File: src/rtl/digit_scan_seq.sv
// Multiplexed display digit scanner: dwell counter, digit index, latch strobe, frame/RTC sync pulses.
// Define DIGIT_SCAN_ONEHOT_EN to add the blankable one-hot digit_oh output.
module digit_scan_seq #(
   parameter int NUM_DIGITS = 6,
   parameter int DWELL      = 12,
   parameter int SEL_W      = 3
) (
   input  logic                  clk,
   input  logic                  reset,
   input  logic                  en,
   input  logic                  tick,
   input  logic                  rtc_tick,
`ifdef DIGIT_SCAN_ONEHOT_EN
   input  logic                  blank,
   output logic [NUM_DIGITS-1:0] digit_oh,
`endif
   output logic [SEL_W-1:0]      sel,
   output logic                  latch,
   output logic                  frame_done,
   output logic                  sync_rst
);

   localparam int CNT_W = (DWELL > 1) ? $clog2(DWELL) : 1;
   localparam logic [CNT_W-1:0] CNT_LAST = CNT_W'(DWELL - 1);
   localparam logic [SEL_W-1:0] IDX_LAST = SEL_W'(NUM_DIGITS - 1);

   logic [CNT_W-1:0] r_cnt;
   logic [SEL_W-1:0] r_idx;
   logic             r_frameDone;
   logic             r_syncRst;

   logic w_adv;
   logic w_cntWrap;
   logic w_idxWrap;

   // Coincident tick and rtc_tick count as a single event; >= makes out-of-range values recover.
   assign w_adv     = en & (tick | rtc_tick);
   assign w_cntWrap = (r_cnt >= CNT_LAST);
   assign w_idxWrap = (r_idx >= IDX_LAST);

   always_ff @(posedge clk or posedge reset) begin
      if (reset) begin
         r_cnt       <= '0;
         r_idx       <= '0;
         r_frameDone <= 1'b0;
         r_syncRst   <= 1'b0;
      end else begin
         r_frameDone <= w_adv & w_cntWrap & w_idxWrap;
         r_syncRst   <= en & rtc_tick & (r_idx == IDX_LAST) & (r_cnt == CNT_LAST);
         if (w_adv) begin
            if (w_cntWrap) begin
               r_cnt <= '0;
               r_idx <= w_idxWrap ? '0 : r_idx + SEL_W'(1);
            end else begin
               r_cnt <= r_cnt + CNT_W'(1);
            end
         end
      end
   end

   assign sel        = r_idx;
   assign latch      = (r_cnt == CNT_W'(1));
   assign frame_done = r_frameDone;
   assign sync_rst   = r_syncRst;

`ifdef DIGIT_SCAN_ONEHOT_EN
   always_comb begin
      digit_oh = '0;
      if (!blank) begin
         for (int i = 0; i < NUM_DIGITS; i++) begin
            if (r_idx == SEL_W'(i)) digit_oh[i] = 1'b1;
         end
      end
   end
`endif

endmodule

File: config.mk
export PLATFORM = sky130hd
export DESIGN_NAME = digit_scan_seq
export DESIGN_NICKNAME = d
export VERILOG_FILES = /design/src/rtl/digit_scan_seq.sv
export SDC_FILE = /design/constraint.sdc
export NUM_CORES = 1
export LEC_CHECK = 0
export ABC_AREA = 1
export CAP_MARGIN = 20
export CORE_AREA = 2 2 39 41
export DETAILED_ROUTE_END_ITERATION = 8
export DIE_AREA = 0 0 41 43
export PLACE_DENSITY_LB_ADDON = 0.15
export SETUP_SLACK_MARGIN = 0.2
export SLEW_MARGIN = 20
export SYNTH_ARGS = -nofsm -noshare
export SYNTH_HDL_FRONTEND = slang
export SYNTH_SLANG_ARGS = --single-unit
File: constraint.sdc
create_clock -name clk -period 3.4 [get_ports clk]
set_input_delay 0.68 -clock clk [delete_from_list [all_inputs] [get_ports clk]]
set_output_delay 0.68 -clock clk [all_outputs]
set_load 0.005 [all_outputs]
==> results.sh, run 1 <==
export IMPL_clkTransAtPathRegs_ps=60
export IMPL_fillers=146
export IMPL_skew_ps=4.20
export IMPL_setup_tns_after_final_layout_ps=0
export IMPL_grt_start_max_net_pins=10
export IMPL_cts_root_buffer="sky130_fd_sc_hd__clkbuf_4"
export IMPL_max_stage_delay_ps=500
export IMPL_power_leakage_nw=0.353
export IMPL_max_slew_margin=0.767
export IMPL_via_count=406
export IMPL_globalRouteTotalUtil=0.132
export IMPL_syn_area_um2=497
export IMPL_cellPowerDensity_nw_per_um2=721
export IMPL_detailedRoute_firstPassIterationCount=4
export IMPL_register_area_um2=225
export IMPL_critical_path_startpoint_type="flip-flop"
export IMPL_initial_utilization=0.359
export IMPL_post_synth_top_area_fraction=0.453
export IMPL_holdCritPathClass="reg -> reg"
export IMPL_die_height_um=43
export IMPL_most_used_routing_layer="met1"
export IMPL_tritoncts_num_buffers=3
export IMPL_post_synth_cell_area_avg_um2=8.01
export IMPL_vdd_drop_max_uv=403
export IMPL_worstPathArrival_ps=1500
export IMPL_grt_first_pass_wirelength_um=1480
export IMPL_numPortBuffers=10
export IMPL_setup_viol_count_final=0
export IMPL_yosysWarnings=0
export IMPL_multi_input_area_um2=229
export IMPL_routedWlPerCell_um=9.63
export IMPL_final_net_count=86
export IMPL_globalRoute_totalOverflow=0
export IMPL_grt_antenna_before_repair=0
export IMPL_dpl_hpwl_um=663
export IMPL_achievable_frequency_ghz=0.458
export IMPL_crit_type="reg -> out"
export IMPL_layout_cells_most_common_list="sky130_fd_sc_hd__nand2_1, sky130_fd_sc_hd__inv_1, sky130_fd_sc_hd__clkdlybuf4s50_1"
export IMPL_placementRows=14
export IMPL_netlist_instances=62
export IMPL_ff_latch_count_synth=9
export IMPL_path_cells="inv_1 > ha_1 > nand2_1 > nor2_1 > clkdlybuf4s50_1"
export IMPL_finalMaxSlewViolations=0
export IMPL_rsz0062_at_grt="false"
export IMPL_timing_critical_path_to_type="primary output"
export IMPL_mappedNetlistNets=71
export IMPL_global_route_usage_met2=0.166
export IMPL_area_growth_pct=29.5
export IMPL_reg2reg_setup_slack_ps=2110
export IMPL_part_of_the_cycle_the_worst_path_needs=0.642
export IMPL_finalHoldViolations=0
export IMPL_num_io_pins=11
export IMPL_cts_hold_buffers_added=0
export IMPL_worst_path_max_delay_cell="sky130_fd_sc_hd__clkdlybuf4s50_1"
export IMPL_critical_path_required_ps=2720
export IMPL_max_cap_violations=0
export IMPL_fin_crit_ps=2180
export IMPL_floorplan_die_width_um=41
export IMPL_core_um2=1380
export IMPL_finalWeightedCongestion=0.775
export IMPL_die_area_um2=1760
export IMPL_final_routed_wirelength_um=886
export IMPL_yosysTopAreaCell="sky130_fd_sc_hd__dfrtp_1"
export IMPL_viasPerCell=4.41
export IMPL_grt_util_met1=0.167
export IMPL_report_power_total_mw=0.463
export IMPL_grt_pass1_vias=366
export IMPL_cts_path_max_buffers=2
export IMPL_drc_errors=0
export IMPL_drtAntennaViolNets=0
export IMPL_inst_count_dp=88
export IMPL_clk_latency_ps=270
export IMPL_synth_distinct_cells=13
export IMPL_layoutNonFillerInstCount=92
export IMPL_antenna_diode_count=0
export IMPL_cts_sinks=9
export IMPL_dr_first_iter_drc_count=2
export IMPL_grt_met3_usage=0.0471
export IMPL_run_status="completed"
export IMPL_synth_area_top_cells="sky130_fd_sc_hd__dfrtp_1, sky130_fd_sc_hd__nand2_1, sky130_fd_sc_hd__ha_1"
export IMPL_post_cts_resized_instances=0
export IMPL_final_common_cell="sky130_fd_sc_hd__nand2_1"
export IMPL_ctsHtreeMaxLevel=1
export IMPL_timing_worst_slew_pin_value_ps=348
export IMPL_post_cts_buffers=0
export IMPL_worstPathMaxFanout=3
export IMPL_synth_sequential_area_ratio=0.453
export IMPL_cts_tree="yes"
export IMPL_drive_gt1_frac=0.0921
critical path: cells and delay by family (launching register included):
kind / cells / cell delay (ps)
adder cells (fa/ha/maj): 1 / 140
buffers and inverters: 2 / 580
flip-flops: 1 / 390
AND/OR/NAND/NOR: 2 / 130
cell usage after synthesis:
master,number
sky130_fd_sc_hd__nand3_1,6
sky130_fd_sc_hd__nor4_1,1
sky130_fd_sc_hd__o21ai_1,2
sky130_fd_sc_hd__xor2_1,1
sky130_fd_sc_hd__clkinv_2,1
sky130_fd_sc_hd__inv_1,10
sky130_fd_sc_hd__nor2_1,4
sky130_fd_sc_hd__ha_1,4
sky130_fd_sc_hd__a21oi_1,1
sky130_fd_sc_hd__nand2_2,1
sky130_fd_sc_hd__dfrtp_1,9
sky130_fd_sc_hd__nand2_1,20
sky130_fd_sc_hd__nand2_4,2
report_power, final:
| part | total (mW) | internal, mW | switching [mW] |
|---|---|---|---|
| clock | 0.0860 | 0.0454 | 0.0406 |
| combinational | 0.190 | 0.0938 | 0.0960 |
| sequential | 0.188 | 0.146 | 0.0420 |
final cells by class:
| type | instances | area share |
|---|---|---|
| inverters | 11 | 0.0661 |
| well taps | 16 | 0.0311 |
| clock buffers | 4 | 0.0409 |
| multi-input cells | 42 | 0.356 |
| flip-flops and latches | 9 | 0.350 |
| repair buffers | 10 | 0.156 |
sequential cells by signal, indices dropped and copies added, names as in the netlist:
register,count
frame_done,1
sync_rst,1
r_cnt,4
sel,3
through the flow:
step / hold slack (ps) / cell area [um^2] / utilization / setup slack, ps
after floorplan: 483 / 497 / - / 2010
after global placement: 508 / 617 / 0.446 / 1510
after detailed placement: 523 / 617 / 0.446 / 1510
after CTS: 536 / 643 / 0.465 / 1200
after global routing: 554 / 643 / 0.465 / 1130
final: 533 / 643 / 0.465 / 1220
path summary, 6_finish.rpt:
kind,from,endpoint,depth (start not counted)
setup / recovery,r_cnt[1],latch,5
hold / removal,r_cnt[0],r_cnt[0],1
setup reg to reg,r_cnt[0],sel[1],7
hold reg to reg,r_cnt[0],r_cnt[0],1
max in group asynchronous,reset,r_cnt[0],2
min in group asynchronous,reset,sync_rst,2
kinds of logic after synthesis:
group,share of synthesized area
AND/OR/NAND/NOR,0.312
flip-flops,0.453
XOR/XNOR,0.0176
adder cells (fa/ha/maj),0.101
AO/OA/AOI/OAI,0.0302
buffers and inverters,0.0856
routing by layer:
metal  wire length, um  share of wire  vias to the layer above
li1                  -              -                      217
met1               430           0.49                      173
met2               354           0.40                       11
met3                60          0.068                        5
met4                40          0.045                        0
met5                 0              0                        -
Power figures use the tool's default switching activity.
==> run 2: changes to the inputs <==
Clock period 3.4 ns to 2.08 ns, I/O delays scaled along.
==> results.sh, run 2 (same netlist as run 1, synthesis figures left out) <==
export IMPL_grt_util_met1=0.170
export IMPL_inst_count_dp=88
export IMPL_placementRows=14
export IMPL_worst_path_max_delay_cell="sky130_fd_sc_hd__dfrtp_1"
export IMPL_max_slew_margin=0.771
export IMPL_drive_gt1_frac=0.0921
export IMPL_layoutNonFillerInstCount=92
export IMPL_power_leakage_nw=0.357
export IMPL_cellPowerDensity_nw_per_um2=1170
export IMPL_timing_worst_slew_pin_value_ps=343
export IMPL_finalHoldViolations=0
export IMPL_finalInstanceArea_um2=642
export IMPL_initial_utilization=0.359
export IMPL_dpl_hpwl_um=641
export IMPL_critical_path_startpoint_type="flip-flop"
export IMPL_grt_antenna_before_repair=0
export IMPL_crit_type="reg -> out"
export IMPL_grt_pass1_vias=361
export IMPL_timing_critical_path_to_type="primary output"
export IMPL_globalRoute_totalOverflow=0
export IMPL_die_area_um2=1760
export IMPL_via_count=407
export IMPL_routedWlPerCell_um=9.68
export IMPL_post_cts_buffers=0
export IMPL_setup_viol_count_final=0
export IMPL_floorplan_die_width_um=41
export IMPL_globalRouteTotalUtil=0.125
export IMPL_setup_tns_after_final_layout_ps=0
export IMPL_die_height_um=43
export IMPL_regMostFlops="r_cnt"
export IMPL_viasPerCell=4.42
export IMPL_rsz0062_at_grt="false"
export IMPL_grt_first_pass_wirelength_um=1420
export IMPL_fin_crit_ps=1660
export IMPL_detailedRoute_firstPassIterationCount=4
export IMPL_most_used_routing_layer="met1"
export IMPL_cts_hold_buffers_added=0
export IMPL_critical_path_required_ps=1660
export IMPL_skew_ps=3.43
export IMPL_finalWeightedCongestion=0.775
export IMPL_tritoncts_num_buffers=3
export IMPL_ctsHtreeMaxLevel=1
export IMPL_area_growth_pct=29.2
export IMPL_drtAntennaViolNets=0
export IMPL_path_cells="ha_1 > nand2_1 > nor2_1 > dlygate4sd2_1"
export IMPL_worstPathArrival_ps=1240
export IMPL_final_common_cell="sky130_fd_sc_hd__nand2_1"
export IMPL_max_cap_violations=0
export IMPL_run_status="completed"
export IMPL_achievable_frequency_ghz=0.603
export IMPL_detailed_place_area_um2=617
export IMPL_critical_path_top_delay_family="flip-flops"
export IMPL_cts_path_max_buffers=2
export IMPL_layout_cells_most_common_list="sky130_fd_sc_hd__nand2_1, sky130_fd_sc_hd__inv_1, sky130_fd_sc_hd__dfrtp_1, sky130_fd_sc_hd__clkdlybuf4s50_1, sky130_fd_sc_hd__nand3_1"
export IMPL_timing_critical_path_buf_inv=1
export IMPL_worstPathMaxFanout=5
export IMPL_cts_root_buffer="sky130_fd_sc_hd__clkbuf_4"
export IMPL_cts_sinks=9
export IMPL_holdCritPathClass="in -> async"
export IMPL_hold_worst_slack_ps=409
export IMPL_dr_first_iter_drc_count=10
export IMPL_pre_cts_slack_ps=451
export IMPL_cts_tree="yes"
export IMPL_antenna_diode_count=0
export IMPL_finalMaxSlewViolations=0
export IMPL_num_io_pins=11
export IMPL_final_net_count=86
export IMPL_core_um2=1380
export IMPL_global_route_usage_met2=0.150
export IMPL_postLayoutSetupSlackWorst_ps=422
export IMPL_max_ffs_per_register=4
export IMPL_grt_met3_usage=0.0471
export IMPL_part_of_the_cycle_the_worst_path_needs=0.797
export IMPL_vdd_drop_max_uv=517
export IMPL_drc_errors=0
export IMPL_max_stage_delay_ps=420
export IMPL_clkTransAtPathRegs_ps=60
export IMPL_grt_start_max_net_pins=10
export IMPL_numPortBuffers=10
export IMPL_clk_latency_ps=270
export IMPL_final_routed_wirelength_um=891
run 2: cell count changes in the layout (fill, tap and decap cells not counted), sizes merged:
| cell | previous run | this run |
|---|---|---|
| dlygate4sd2 | 0 | 1 |
| clkdlybuf4s50 | 10 | 9 |
run 2: layout make-up:
type / instances / area, um^2
clock buffer: 4 / 26.3
fill: 139 / 742
inverter: 11 / 42.5
multi-input combinational: 42 / 229
sequential: 9 / 225
tap: 16 / 20.0
timing repair buffer: 10 / 98.8
run 2: routing by layer:
layer | vias to the layer above | part of all wire
met3 | 4 | 0.068
li1 | 218 | -
met1 | 174 | 0.48
met4 | 0 | 0.033
met2 | 11 | 0.41
met5 | - | 0
run 2: what timing repair did:
item	4_1_cts	5_1_grt
endpoints found under the setup margin	1	0
endpoints found under the hold margin	0	0
gates resized for setup	1	0
run 2: per-stage QoR:
| stage | util | total power [mW] |
|---|---|---|
| 2_1_floorplan | - | 0.502 |
| 6_report | 0.464 | 0.752 |
| 5_1_grt | 0.464 | 0.821 |
| 3_5_place_dp | 0.446 | 0.623 |
| 3_3_place_gp | 0.446 | 0.621 |
| 4_1_cts | 0.464 | 0.761 |
run 2: report_power, final:
group	internal (mW)	switching, mW	total (mW)
Combinational	0.148	0.158	0.306
Clock	0.0741	0.0640	0.138
Sequential	0.238	0.0702	0.308
Total	0.460	0.292	0.752
run 2: final timing paths:
| kind | depth (start not counted) | startpoint | slack [ps] | end |
|---|---|---|---|---|
| setup / recovery | 4 | r_cnt[0] | 420 | latch |
| hold / removal | 2 | reset | 410 | sync_rst |
| setup reg to reg | 7 | r_cnt[0] | 800 | sel[1] |
| hold reg to reg | 2 | r_cnt[1] | 530 | r_cnt[1] |
| max in group asynchronous | 2 | reset | 1420 | r_cnt[1] |
| min in group clk | 2 | r_cnt[1] | 530 | r_cnt[1] |
